--- src/rtl/piso_tx_pkg.sv ---
// rtl/piso_tx_pkg.sv - shared types and line levels for the PISO serial transmitter
//
// Purpose: FSM state encoding, serial line levels and the even-parity helper
//          used by piso_tx_ctrl.
// Ports:   none (package).

package piso_tx_pkg;

  localparam int DATA_W = 4;

  localparam logic IDLE_LEVEL  = 1'b1;
  localparam logic START_LEVEL = 1'b0;
  localparam logic STOP_LEVEL  = 1'b1;

  typedef enum logic [2:0] {
    IDLE   = 3'd0,
    START  = 3'd1,
    DATA   = 3'd2,
    PARITY = 3'd3,
    STOP   = 3'd4
  } tx_state_e;

  // Bit that makes the total count of ones over data+parity even.
  function automatic logic even_parity(input logic [DATA_W-1:0] word);
    return ^word;
  endfunction

endpackage

--- src/rtl/bit_tick_gen.sv ---
// rtl/bit_tick_gen.sv - bit-period counter producing one tick per serial bit
//
// Purpose: counts CLKS_PER_BIT clock cycles and raises tick during the last
//          cycle of each bit period; wraps to zero after a tick.
// Ports:   clk     in  rising-edge clock
//          rst     in  synchronous active-high reset
//          restart in  hold the counter at zero (bit period starts afresh)
//          tick    out high in the last cycle of the current bit period

module bit_tick_gen #(
  parameter int CLKS_PER_BIT = 4
) (
  input  logic clk,
  input  logic rst,
  input  logic restart,
  output logic tick
);

  localparam int         CNT_W    = 8;
  localparam logic [7:0] CNT_LAST = 8'(CLKS_PER_BIT - 1);

  logic [CNT_W-1:0] cnt_q, cnt_d;

  assign tick = (cnt_q == CNT_LAST);

  always_comb begin
    cnt_d = cnt_q + 8'd1;
    // Wrapping on tick means every state change (which only happens on a
    // tick) lands on a fresh bit period without a separate restart.
    if (restart || tick) begin
      cnt_d = '0;
    end
  end

  always_ff @(posedge clk) begin
    if (rst) begin
      cnt_q <= '0;
    end else begin
      cnt_q <= cnt_d;
    end
  end

endmodule

--- src/rtl/piso_tx_ctrl.sv ---
// rtl/piso_tx_ctrl.sv - 4-bit parallel-in serial-out frame transmitter
//
// Purpose: accepts a 4-bit word on a valid/ready handshake and sends it as
//          start bit, data MSB first, optional even parity, and 1 or 2 stop
//          bits on a registered, idle-high serial line.
// Ports:   clk        in  rising-edge clock
//          rst        in  synchronous active-high reset
//          D_in       in  parallel word to transmit
//          in_valid   in  D_in holds a valid word
//          in_ready   out word can be accepted this cycle (IDLE only)
//          serial_out out registered serial line, idle high
//          busy       out a frame is in progress
//          tx_done    out one-cycle pulse on return to IDLE after a frame

module piso_tx_ctrl
  import piso_tx_pkg::*;
#(
  parameter int CLKS_PER_BIT = 4,
  parameter int PARITY_EN    = 1,
  parameter int STOP_BITS    = 1
) (
  input  logic              clk,
  input  logic              rst,
  input  logic [DATA_W-1:0] D_in,
  input  logic              in_valid,
  output logic              in_ready,
  output logic              serial_out,
  output logic              busy,
  output logic              tx_done
);

  // Index of the final stop bit.
  localparam logic STOP_LAST = (STOP_BITS == 2);

  tx_state_e         state_q, state_d;
  logic [DATA_W-1:0] shreg_q, shreg_d;
  logic [1:0]        bit_idx_q, bit_idx_d;
  logic              parity_q, parity_d;
  logic              stop_idx_q, stop_idx_d;
  logic              serial_q, serial_d;
  logic              done_q, done_d;

  logic tick;
  logic restart;

  // Holding the counter at zero while idle gives START a full bit period
  // from the accepting edge; later entries coincide with the tick wrap.
  assign restart = (state_q == IDLE);

  bit_tick_gen #(
    .CLKS_PER_BIT(CLKS_PER_BIT)
  ) u_bit_tick_gen (
    .clk    (clk),
    .rst    (rst),
    .restart(restart),
    .tick   (tick)
  );

  assign in_ready   = (state_q == IDLE);
  assign busy       = (state_q != IDLE);
  assign serial_out = serial_q;
  assign tx_done    = done_q;

  // serial_d is the level for the next cycle, so each transition loads the
  // first bit of the state being entered.
  always_comb begin
    state_d    = state_q;
    shreg_d    = shreg_q;
    bit_idx_d  = bit_idx_q;
    parity_d   = parity_q;
    stop_idx_d = stop_idx_q;
    serial_d   = serial_q;
    done_d     = 1'b0;

    unique case (state_q)
      IDLE: begin
        serial_d = IDLE_LEVEL;
        if (in_valid) begin
          shreg_d    = D_in;
          parity_d   = even_parity(D_in);
          bit_idx_d  = 2'd0;
          stop_idx_d = 1'b0;
          serial_d   = START_LEVEL;
          state_d    = START;
        end
      end

      START: begin
        if (tick) begin
          serial_d = shreg_q[DATA_W-1];
          state_d  = DATA;
        end
      end

      DATA: begin
        if (tick) begin
          shreg_d = {shreg_q[DATA_W-2:0], 1'b0};
          if (bit_idx_q == 2'd3) begin
            if (PARITY_EN != 0) begin
              serial_d = parity_q;
              state_d  = PARITY;
            end else begin
              serial_d = STOP_LEVEL;
              state_d  = STOP;
            end
          end else begin
            bit_idx_d = bit_idx_q + 2'd1;
            serial_d  = shreg_q[DATA_W-2];
          end
        end
      end

      PARITY: begin
        if (tick) begin
          serial_d = STOP_LEVEL;
          state_d  = STOP;
        end
      end

      STOP: begin
        if (tick) begin
          if (stop_idx_q == STOP_LAST) begin
            serial_d = IDLE_LEVEL;
            done_d   = 1'b1;
            state_d  = IDLE;
          end else begin
            stop_idx_d = 1'b1;
          end
        end
      end

      default: begin
        serial_d = IDLE_LEVEL;
        state_d  = IDLE;
      end
    endcase
  end

  always_ff @(posedge clk) begin
    if (rst) begin
      state_q    <= IDLE;
      shreg_q    <= '0;
      bit_idx_q  <= '0;
      parity_q   <= 1'b0;
      stop_idx_q <= 1'b0;
      serial_q   <= IDLE_LEVEL;
      done_q     <= 1'b0;
    end else begin
      state_q    <= state_d;
      shreg_q    <= shreg_d;
      bit_idx_q  <= bit_idx_d;
      parity_q   <= parity_d;
      stop_idx_q <= stop_idx_d;
      serial_q   <= serial_d;
      done_q     <= done_d;
    end
  end

endmodule
--- config.mk ---
export PLATFORM = sky130hd
export DESIGN_NAME = piso_tx_ctrl
export DESIGN_NICKNAME = d
export VERILOG_FILES = /design/src/rtl/piso_tx_pkg.sv /design/src/rtl/bit_tick_gen.sv /design/src/rtl/piso_tx_ctrl.sv
export SDC_FILE = /design/constraint.sdc
export NUM_CORES = 1
export LEC_CHECK = 0
export ABC_AREA = 1
export BUFFER_PORTS_ARGS = -buffer_cell sky130_fd_sc_hd__buf_2
export CORE_UTILIZATION = 55
export DETAILED_ROUTE_END_ITERATION = 8
export PLACE_DENSITY = 0.86
export SYNTH_ARGS = -nofsm -noshare
export SYNTH_HDL_FRONTEND = slang
export SYNTH_SLANG_ARGS = --single-unit
export TNS_END_PERCENT = 100
--- constraint.sdc ---
create_clock -name clk -period 1.6 [get_ports clk]
set_input_delay 0.48 -clock clk [delete_from_list [all_inputs] [get_ports clk]]
set_output_delay 0.48 -clock clk [all_outputs]
set_load 0.05 [all_outputs]
==> impl_summary.txt <==
----------------------------------------------------
[STA]
  Final Critical Period ... 1.55 ns
  Ratio of final minimum period to clock period ... 96.8%
  Worst Skew ... 0.00478 ns
  Slew at the pin closest to its max-slew limit ... ~0.30 ns
  RSZ-0062 raised after global routing ... false
  Max Fclk ... 0.646 GHz
  Rel. slew slack ... 80.2%
  Total count of hold-check failures in the final report ... 0
  Final setup TNS ... 0 ns
  Total of endpoints with negative setup slack in the final report ... 0
  Pins over their slew limit ... 0

[Setup path]
  Critical path start-end classification ... reg -> out
  Slowest cell on the critical path ... dfxtp_2
  Category of the worst setup path launch point ... flip-flop
  Capturing element type of the critical path ... output pin
  Largest incremental delay on the critical path ... ~0.35 ns
  Data required time at the worst endpoint ... 1.12 ns
  Buffer and inverter count on the worst path ... 2
  CP max FO ... 3
  Cell Chain, Critical Path ... nor2_4 > nand2_4 > inv_4 > buf_8
  Kind of cell adding the most delay to the critical path ... flip-flops
  Critical Path AT ... 1.07 ns

[Pwr]
  Combinational group share of total power ... 52.3%
  Portion of total power attributed to the clock network ... between 10% and 20%
  Sw Share ... ~44%
  Relative contribution of sequential cells to total power ... 33.3%
  Leakage power figure ... approximately 0.57 nW
  Power per Cell Area ... between 1500 and 2000 nW/µm²
  P_sw ... approximately 0.00090 W
  Maximum vdd ir drop ... 0.000920 V
  Total internal power ... 0.00114 W

[Logic synthesis]
  Sequential area share after synthesis ... between 30% and 40%
  Number of nets in the synthesized netlist ... 163
  Synthesized flop and latch total ... 20
  Top-area cell type share of the netlist area ... 34.8%
  Yosys warning count ... 0
  Commonest register cell after synthesis ... dfxtp_1
  Synth async-reset ratio ... 0%
  Dominant cell by count in the synthesized netlist ... nand2_1
  Count of unique library cells instantiated by Yosys ... 30
  Number of enable flip-flop cells after synthesis ... 0
  Top post-synthesis cells by area ... dfxtp_1, nand2_1, nand3_1
  Post-Syn Area per Cell ... roughly 7.5 µm²
  Post-synthesis cell count ... between 150 and 200
  Leading post-synthesis cells by instance count ... nand2_1, dfxtp_1, nor2_1, inv_1, nand3_1
  Dominant cell type by area after synthesis ... dfxtp_1
  Mapped Area ... 1150 µm²

[Layout]
  Count of antenna diodes in the layout ... 0
  Post-synthesis to final-layout area growth ... 15.0%
  Final cell utilization of the core ... about two thirds
  FF+latch area ... roughly 400 µm²
  Post-layout nets ... 181
  Share of layout cells above drive strength 1 ... between 20% and 30%
  Number of filler instances in the final layout ... 186
  Final design area excluding fillers ... 1320 µm²
  Area of the multi-input gates ... 661 µm²
  Final Instance Count excl. Fillers ... 198

[Global routing]
  Gr ovfl total ... 0
  Met2 track demand over resource ... a little over a third
  Maximum number of pins on one net before global-route repair ... 12
  All-layer global routing usage ... 22.4%
  Initial antenna violation count ... 0
  First-pass GRT wire length ... 3580 µm
  Met3 track utilization from global routing ... 4.91%
  Via count of the first global-routing pass ... about 900
  Busiest layer in global routing ... met2
  Fraction of met1 tracks used by global routing ... 29.4%

[Die]
  Core area ... ~2000 µm²
  Die width ... 47.8 µm
  Top-Level Pins ... 11
  Initial core utilization ... 58.7%
  Chip Height ... 47.8 µm
  Overall die area ... approximately 2300 µm²
  FP Rows ... 16

[CTS]
  Clock Tree Root ... clkbuf_4
  Worst-case clock buffer depth ... 2
  Count of H-tree levels built during CTS ... 1
  Clock Latency Late Sink ... roughly 0.30 ns
  Clock buffer count from CTS ... 3
  Hold-fix buffers at CTS ... 0
  Number of sinks driven by the clock tree ... 20
  CTS tree ... done
  Clock slew at the register clock pins of the worst setup and hold paths ... 0.11 ns

[Detailed routing]
  Detailed-route wire length per cell ... approximately 11 µm
  First-pass iteration count of the detailed router ... 4
  Remaining number of nets flagged by the antenna check after routing ... 0
  Vias per std cell ... between 5 and 6
  Number of DRC violations after detailed routing ... 0
  Wirelength, routed ... 2190 µm
  1st-iter DRT viols ... 34
  Via Count ... 1,014

[Min path]
  Type of the worst min-delay path ... reg -> reg

[Place]
  Placer's final routability congestion estimate ... 0.838
  Count of buffers from port buffering ... 10
  Number of instances in the placed design ... approximately 190
  Placed Area ... 1240 µm²
  Post-DP HPWL ... 1690 µm

[Status]
  Result of the run ... completed

[Flow run]
  Max-cap violations ... 0

----------------------------------------------------
## cell type report
type / count / share of cell area, %
Sequential cell: 20 / 30.7
Multi-Input combinational cell: 111 / 49.9
Timing Repair Buffer: 14 / 7.28
Clock buffer: 4 / 2.74
Tap cell: 27 / 2.55
Inverter: 22 / 6.81
## kinds of logic after synthesis
kind of cell    after synthesis  synth area share (%)
flops                        20                  34.8
fa+ha+maj                     2                  2.17
compound gates               18                  8.37
buf+inv                      23                  7.83
simple gates                 85                  42.3
xor+xnor                      6                  4.57
## registers in the layout (all words and copies together), names as in the netlist
signal,count
bit_idx_q,2
shreg_q,4
tx_done,1
u_bit_tick_gen.cnt_q,8
serial_out,1
state_q,3
parity_q,1
## timing repair
action,CTS,global route
endpoints found under the setup margin,2,2
pin swaps,1,1
buffers inserted,1,2
gates resized for setup,8,3
## worst paths after layout
kind,end,slack (ns),start,depth (start not counted)
max,in_ready,0.05,state_q[1]$_SDFFE_PP0P_,4
min,u_bit_tick_gen.cnt_q[0]$_SDFF_PP0_,0.46,u_bit_tick_gen.cnt_q[0]$_SDFF_PP0_,1
max reg2reg,shreg_q[2]$_SDFFE_PP0P_,0.21,u_bit_tick_gen.cnt_q[0]$_SDFF_PP0_,8
min reg2reg,u_bit_tick_gen.cnt_q[0]$_SDFF_PP0_,0.46,u_bit_tick_gen.cnt_q[0]$_SDFF_PP0_,1
## routing by layer
metal	vias up	wire (µm)
li1	537	-
met1	440	1010
met2	30	1040
met3	7	97
met4	0	46
met5	-	0
## power by group through the flow
| stage | registers [W] | logic, W | clock network, W |
|---|---|---|---|
| after CTS | 0.000675 | 0.00102 | 0.000296 |
| after global placement | 0.000678 | 0.000918 | 0 |
| after detailed placement | 0.000684 | 0.000939 | 0 |
| after floorplan | 0.000717 | 0.000721 | 0 |
| final | 0.000677 | 0.00107 | 0.000294 |
| after global routing | 0.000688 | 0.00118 | 0.000320 |
## metrics by stage
step	setup slack (ns)	total power [W]	hold slack, ns
finish	0.0511	0.00204	0.456
global route	0.00348	0.00219	0.474
CTS	0.00850	0.00199	0.461
detailed placement	0.136	0.00162	0.440
global placement	0.175	0.00160	0.431
floorplan	0.138	0.00144	0.418
## layout by cell type, fill, tap and decap left out, types with 3 or more instances in the layout
cell type / n
inv_2: 6
xor2_1: 4
nor2_1: 15
nor2_4: 3
dfxtp_1: 17
o21ai_1: 3
o21ai_0: 3
inv_4: 3
buf_4: 4
buf_2: 8
nand2_1: 32
nand2_2: 3
nand2_4: 3
inv_1: 13
a21oi_1: 10
nand3_1: 13
clkbuf_4: 3
No activity file was read; power rests on OpenSTA's default activity.
